[src/rtl/uart_boot_loader_if.sv]
// Byte-stream input from the UART receiver, instruction-memory write port and boot status.
// Loader side drives the write port and status; the environment side drives the byte strobe.
// No backpressure: rx_valid is a one-cycle strobe that the loader always accepts.
interface uart_boot_loader_if #(
    parameter int ADDR_WIDTH = 10
);
    logic                  rx_valid;
    logic [7:0]            rx_data;
    logic                  imem_we;
    logic [ADDR_WIDTH-1:0] imem_addr;
    logic [31:0]           imem_wdata;
    logic                  core_hold;
    logic                  boot_done;
    logic                  boot_error;
    logic [ADDR_WIDTH:0]   words_loaded;

    // Loader side
    modport master (
        input  rx_valid, rx_data,
        output imem_we, imem_addr, imem_wdata,
        output core_hold, boot_done, boot_error, words_loaded
    );

    // UART / memory / core side
    modport slave (
        output rx_valid, rx_data,
        input  imem_we, imem_addr, imem_wdata,
        input  core_hold, boot_done, boot_error, words_loaded
    );
endinterface

[src/rtl/uart_boot_loader.sv]
// Parses SYNC/LEN/words[/CHK] byte frames into little-endian 32-bit instruction-memory writes; optional macro BOOT_CHECKSUM_EN adds the trailing XOR checksum byte.
// Latency: a word is written the cycle after its 4th byte; status flags update one cycle after the deciding byte/write.
// Backpressure: none; every rx_valid is accepted in its own cycle, write strobes never stall byte intake.
module uart_boot_loader #(
    parameter int          ADDR_WIDTH     = 10,
    parameter logic [7:0]  SYNC_BYTE      = 8'hA5,
    parameter int          TIMEOUT_CYCLES = 2700000
) (
    input  logic               clk,
    input  logic               reset,
    uart_boot_loader_if.master bus
);
    localparam int MAX_WORDS = 2 ** ADDR_WIDTH;
    localparam int TW        = $clog2(TIMEOUT_CYCLES + 1);
    // Counter value from which the next idle cycle lands on TIMEOUT_CYCLES-1 and aborts the frame.
    localparam logic [TW-1:0]       TMO_LAST = TW'(TIMEOUT_CYCLES - 2);
    localparam logic [ADDR_WIDTH:0] WL_ONE   = (ADDR_WIDTH + 1)'(1);

    typedef enum logic [2:0] {
        S_IDLE,
        S_LEN_LO,
        S_LEN_HI,
        S_DATA,
`ifdef BOOT_CHECKSUM_EN
        S_CHECK,
`endif
        S_DONE,
        S_ERROR
    } state_t;

    state_t                state;
    logic [7:0]            len_lo;
    logic [ADDR_WIDTH:0]   len;
    logic [1:0]            byte_idx;
    logic [23:0]           word_sr;
    logic [TW-1:0]         tmo_cnt;
`ifdef BOOT_CHECKSUM_EN
    logic [7:0]            checksum;
`endif

    logic [16:0]           len_full;
    logic                  last_word;
    logic                  timed;

    // Decode helpers: full LEN as it completes, last-word detect, and which states run the idle timer.
    always_comb begin
        len_full  = {1'b0, bus.rx_data, len_lo};
        last_word = ((bus.words_loaded + WL_ONE) == len);
        timed     = (state == S_LEN_LO) || (state == S_LEN_HI) || (state == S_DATA)
`ifdef BOOT_CHECKSUM_EN
                    || (state == S_CHECK)
`endif
                    ;
    end

    // Frame parser, word assembler, idle timeout and registered outputs.
    always_ff @(posedge clk) begin
        if (reset) begin
            state            <= S_IDLE;
            len_lo           <= '0;
            len              <= '0;
            byte_idx         <= '0;
            word_sr          <= '0;
            tmo_cnt          <= '0;
`ifdef BOOT_CHECKSUM_EN
            checksum         <= '0;
`endif
            bus.imem_we      <= 1'b0;
            bus.imem_addr    <= '0;
            bus.imem_wdata   <= '0;
            bus.core_hold    <= 1'b1;
            bus.boot_done    <= 1'b0;
            bus.boot_error   <= 1'b0;
            bus.words_loaded <= '0;
        end else begin
            bus.imem_we <= 1'b0;

            // Idle timer: any byte restarts it; a stalled frame is aborted.
            if (timed) begin
                if (bus.rx_valid) begin
                    tmo_cnt <= '0;
                end else if (tmo_cnt == TMO_LAST) begin
                    tmo_cnt        <= '0;
                    state          <= S_ERROR;
                    bus.boot_error <= 1'b1;
                end else begin
                    tmo_cnt <= tmo_cnt + 1'b1;
                end
            end else begin
                tmo_cnt <= '0;
            end

            case (state)
                S_IDLE: begin
                    if (bus.rx_valid && bus.rx_data == SYNC_BYTE) begin
                        state <= S_LEN_LO;
                    end
                end
                S_LEN_LO: begin
                    if (bus.rx_valid) begin
                        len_lo <= bus.rx_data;
                        state  <= S_LEN_HI;
                    end
                end
                S_LEN_HI: begin
                    if (bus.rx_valid) begin
                        len              <= len_full[ADDR_WIDTH:0];
                        byte_idx         <= '0;
                        bus.words_loaded <= '0;
`ifdef BOOT_CHECKSUM_EN
                        checksum         <= '0;
`endif
                        if (len_full > 17'(MAX_WORDS)) begin
                            state          <= S_ERROR;
                            bus.boot_error <= 1'b1;
                        end else if (len_full == 17'd0) begin
`ifdef BOOT_CHECKSUM_EN
                            state          <= S_CHECK;
`else
                            state          <= S_DONE;
                            bus.core_hold  <= 1'b0;
                            bus.boot_done  <= 1'b1;
`endif
                        end else begin
                            state <= S_DATA;
                        end
                    end
                end
                S_DATA: begin
                    if (bus.rx_valid) begin
                        byte_idx <= byte_idx + 2'd1;
                        word_sr  <= {bus.rx_data, word_sr[23:8]};
`ifdef BOOT_CHECKSUM_EN
                        checksum <= checksum ^ bus.rx_data;
`endif
                        if (byte_idx == 2'd3) begin
                            bus.imem_we      <= 1'b1;
                            bus.imem_wdata   <= {bus.rx_data, word_sr};
                            bus.imem_addr    <= bus.words_loaded[ADDR_WIDTH-1:0];
                            bus.words_loaded <= bus.words_loaded + WL_ONE;
                        end
                    end
`ifdef BOOT_CHECKSUM_EN
                    // Move to CHECK right away so a CHK byte arriving during the write is not missed.
                    if (bus.rx_valid && byte_idx == 2'd3 && last_word) begin
                        state <= S_CHECK;
                    end
`else
                    // Release the core once the final write strobe has been issued.
                    if (bus.imem_we && bus.words_loaded == len) begin
                        state          <= S_DONE;
                        bus.core_hold  <= 1'b0;
                        bus.boot_done  <= 1'b1;
                        bus.boot_error <= 1'b0;
                    end
`endif
                end
`ifdef BOOT_CHECKSUM_EN
                S_CHECK: begin
                    if (bus.rx_valid) begin
                        if (bus.rx_data == checksum) begin
                            state         <= S_DONE;
                            bus.core_hold <= 1'b0;
                            bus.boot_done <= 1'b1;
                        end else begin
                            state          <= S_ERROR;
                            bus.boot_error <= 1'b1;
                        end
                    end
                end
`endif
                S_DONE: begin
                end
                S_ERROR: begin
                    // Written memory is left intact; a new SYNC starts a fresh frame.
                    if (bus.rx_valid && bus.rx_data == SYNC_BYTE) begin
                        state            <= S_LEN_LO;
                        bus.boot_error   <= 1'b0;
                        bus.words_loaded <= '0;
                    end
                end
                default: begin
                    state <= S_IDLE;
                end
            endcase
        end
    end
endmodule

[src/flat_wrapper.sv]
// flat-port wrapper written by rule: the top's interface ports become plain ports
module uart_boot_loader_flat 
#(
    parameter int          ADDR_WIDTH     = 10,
    parameter logic [7:0]  SYNC_BYTE      = 8'hA5,
    parameter int          TIMEOUT_CYCLES = 2700000
)
  (clk, reset, bus_rx_valid, bus_rx_data, bus_imem_we, bus_imem_addr, bus_imem_wdata, bus_core_hold, bus_boot_done, bus_boot_error, bus_words_loaded);
  uart_boot_loader_if #(.ADDR_WIDTH(ADDR_WIDTH)) bus_i ();
  input  logic clk;
  input  logic reset;
  input wire logic [$bits(bus_i.rx_valid)-1:0] bus_rx_valid;
  input wire logic [$bits(bus_i.rx_data)-1:0] bus_rx_data;
  output wire logic [$bits(bus_i.imem_we)-1:0] bus_imem_we;
  output wire logic [$bits(bus_i.imem_addr)-1:0] bus_imem_addr;
  output wire logic [$bits(bus_i.imem_wdata)-1:0] bus_imem_wdata;
  output wire logic [$bits(bus_i.core_hold)-1:0] bus_core_hold;
  output wire logic [$bits(bus_i.boot_done)-1:0] bus_boot_done;
  output wire logic [$bits(bus_i.boot_error)-1:0] bus_boot_error;
  output wire logic [$bits(bus_i.words_loaded)-1:0] bus_words_loaded;
  assign bus_i.rx_valid = bus_rx_valid;
  assign bus_i.rx_data = bus_rx_data;
  assign bus_imem_we = bus_i.imem_we;
  assign bus_imem_addr = bus_i.imem_addr;
  assign bus_imem_wdata = bus_i.imem_wdata;
  assign bus_core_hold = bus_i.core_hold;
  assign bus_boot_done = bus_i.boot_done;
  assign bus_boot_error = bus_i.boot_error;
  assign bus_words_loaded = bus_i.words_loaded;
  uart_boot_loader #(.ADDR_WIDTH(ADDR_WIDTH), .SYNC_BYTE(SYNC_BYTE), .TIMEOUT_CYCLES(TIMEOUT_CYCLES)) u_core (.clk(clk), .reset(reset), .bus(bus_i));
endmodule
[config.mk]
export PLATFORM = sky130hd
export DESIGN_NAME = uart_boot_loader_flat
export DESIGN_NICKNAME = d
export VERILOG_FILES = /design/src/rtl/uart_boot_loader_if.sv /design/src/rtl/uart_boot_loader.sv /design/src/flat_wrapper.sv
export SDC_FILE = /design/constraint.sdc
export NUM_CORES = 1
export LEC_CHECK = 0
export ABC_AREA = 0
export CORE_UTILIZATION = 59
export DETAILED_ROUTE_END_ITERATION = 7
export GPL_TIMING_DRIVEN = 0
export PLACE_DENSITY = 0.84
export SYNTH_ARGS = -nofsm -noshare
export SYNTH_HDL_FRONTEND = slang
export SYNTH_SLANG_ARGS = --single-unit
export TNS_END_PERCENT = 20
[constraint.sdc]
create_clock -name clk -period 4.6 [get_ports clk]
set_input_delay 0.92 -clock clk [delete_from_list [all_inputs] [get_ports clk]]
set_output_delay 0.92 -clock clk [all_outputs]
set_load 0.02 [all_outputs]
==> metrics.cfg <==
[status]
status=completed

[sta]
finalCriticalPeriod_ns=2.872
drv_slew=0
final.setup_skew_ns=0.009282
post-route-period-util=0.6243
fmax_mhz=348.2
setup_tns_ns=0
setup_viol=0
worst_pin_slew_ns=0.7026
hold_viol_final=0
rsz0062_at_grt=false
relSlewSlack=0.5273

[clocking]
clkLatencyLatePin_ns=0.52
cts_setup_buffers=0
root_buffer=clkbuf_8
cts_buffers=17
ctsResizeCount=0
cts_hold_buffers=0
htreeDepth=4
clock_path_buffers=2
clkSinkCount=127
cts_tree=yes
clkTransAtPathRegs_ns=0.06

[cells_and_area]
num-fill-cells=567
fin_nets=729
regArea_um2=2542
multi_input_area_um2=2411
final_layout_size_suffix_gt1_frac=0.06327
num_antenna_cells=0
syn2layout_area_growth_pct=26.39

[drt]
initialDrtViolationCount=368
firstDrtPassIters=5
wl_um=13330
wire_per_inst_um=16.02
vias_per_cell=5.889
drc_errors=0
final_antenna_net_count=0
vias=4900

[global_route]
grt_antenna_before_repair=0
grt_pass1_wl_um=21720
track_usage=0.3134
grt_remaining_overflow=0
grt_max_degree=17
grt_pass1_vias=4524

[run]
cap_violations=0

[worst_setup_path]
critPathKind=in2reg
cpPeakStageDelay_ns=0.54
startpoint_type=input pin
cp-end-kind=register
path_max_fanout=10
path_cells=clkdlybuf4s50_1 -> or3_4 -> nor4_4 -> or2_1 -> clkbuf_1 -> a21o_1 -> buf_2 -> nor2_1
cp.arrival_ns=3.27
cp_slowest_cell=clkdlybuf4s50_1
cp.required_ns=4.99

[synth]
async_flop_share=0
yosysSeqAreaShare=0.4942
yosys_warnings=0
ys_seq_elements=127
netlist_instances=630
synth_fp_nets=645
syn_avg_cell_area_um2=8.167
synth-main-ff-cell=dfxtp_1
synth_area_um2=5145
synth-edff-count=0
ys_types=48

[pwr]
leakage_nw=2.164
ir_drop_mv=0.3267
finalPower_mw=2.430
power_density_nw_per_um2=373.8

[floorplanning]
die_area_um2=9097
fp.dieW_um=95.38
start_util=0.6169
die-height_um=95.38
rows=33
core-area_um2=8341
io_pins=68

[placement]
io_buffer_count=65
place.gp.congestion=0.9199
hpwl_um=9016

[hold_path]
hp-class=reg2reg

## critical path, delay by kind of cell
family	cells	cell delay (ns)
simple gates	4	1.19
buf+inv	3	0.97
compound gates	1	0.17
## Yosys cell counts (2+ instances only)
master     count  area, um2
nand4_1       12      75.07
or3_1          2      12.51
nor4_1         5      31.28
o2111ai_1      2      17.52
nor2_1        49      183.9
dfxtp_1      127       2542
and4_1         3      26.28
xor2_1        24      210.2
xnor2_1       14      122.6
nand2b_1       2      12.51
a21oi_1       83      415.4
ha_1           4      50.05
nor4bb_1       3      30.03
and2_1         2      12.51
buf_2          9      45.04
mux2i_1       10      100.1
a31oi_1        2      12.51
clkbuf_1      31      116.4
nand3b_1       4      30.03
a211oi_1       3      22.52
nor3_1         6      30.03
inv_1          7      26.28
o31ai_1        2      15.01
and3_1         6      37.54
nand2_1      169      634.4
o211ai_1       2      15.01
a21o_1         2      15.01
o21ai_0        7      35.03
nand3_1       19      95.09
## per-layer routing
layer	vias up	share of wire	GRT usage
li1	2301	-	-
met1	2318	0.42	0.4017
met2	231	0.47	0.5012
met3	50	0.082	0.07656
met4	0	0.028	0.1368
met5	-	0	0
## through the flow
stage | instances | setup slack, ns | utilization | hold WS (ns) | area, um2
5_1_grt | 832 | 1.642 | 0.7796 | 0.4767 | 6502
3_5_place_dp | 800 | 1.272 | 0.7106 | 0.4487 | 5927
6_report | 832 | 1.728 | 0.7796 | 0.4543 | 6502
4_1_cts | 832 | 1.771 | 0.7796 | 0.4554 | 6502
3_3_place_gp | 800 | 1.299 | 0.7106 | 0.4324 | 5927
2_1_floorplan | 630 | 2.116 | - | 0.4255 | 5145
## flip-flops by register name, summed over array words and instances, names as in the netlist
| name | count |
|---|---|
| u_core.bus.imem_addr | 10 |
| u_core.tmo_cnt | 22 |
| u_core.bus.core_hold | 1 |
| u_core.state | 3 |
| u_core.len | 11 |
| u_core.bus.boot_done | 1 |
| u_core.bus.words_loaded | 11 |
| u_core.byte_idx | 2 |
| u_core.bus.boot_error | 1 |
| u_core.len_lo | 8 |
| u_core.bus.imem_we | 1 |
| u_core.word_sr | 24 |
| u_core.bus.imem_wdata | 32 |
## final timing paths
path / from / endpoint / slack [ns] / depth (start not counted)
setup / recovery: bus_rx_data[3] / u_core.bus.words_loaded[7] / 1.73 / 8
hold / removal: u_core.bus.imem_addr[6] / u_core.bus.imem_addr[6] / 0.45 / 2
setup reg to reg: u_core.state[1] / u_core.bus.imem_wdata[15] / 2.09 / 7
hold reg to reg: u_core.bus.imem_addr[6] / u_core.bus.imem_addr[6] / 0.45 / 2
## logic make-up after synthesis
logic type / count (synthesis) / synth area share
fa+ha+maj: 5 / 0.01167
mux: 10 / 0.01946
buf+inv: 48 / 0.03721
flops: 127 / 0.4942
xor+xnor: 38 / 0.06469
compound gates: 112 / 0.1221
simple gates: 290 / 0.2507
## power by group
part	total, mW	internal, mW	switching [mW]	leakage (nW)
registers	1.10	1.10	0.000309	1.02
logic	0.0447	0.0138	0.0309	0.860
clock network	1.29	0.750	0.535	0.281
## layout by cell type, fill, tap and decap left out, types with 4 or more instances in the layout
cell,Yosys,routed
nand2_1,169,169
and3_1,6,6
clkbuf_1,31,31
xor2_1,24,24
clkinv_4,0,5
dfxtp_1,127,127
nor3_1,6,6
o21ai_0,7,7
mux2i_1,10,10
ha_1,4,4
nor2_1,49,49
nor4_1,5,5
nand3_1,19,19
clkdlybuf4s50_1,0,65
inv_1,7,7
clkbuf_16,0,16
nand3b_1,4,4
inv_6,0,5
a21oi_1,83,83
xnor2_1,14,14
buf_2,9,9
nand4_1,12,12
## final cells by class
cell class | count | share of cell area
well taps | 105 | 0.02020
inverters | 8 | 0.004618
clock buffers | 18 | 0.06581
repair buffers | 65 | 0.1001
plain buffers | 40 | 0.02482
clock inverters | 14 | 0.02271
flip-flops and latches | 127 | 0.3910
multi-input cells | 455 | 0.3708
Note: power is estimated with default switching activity, not from simulation.
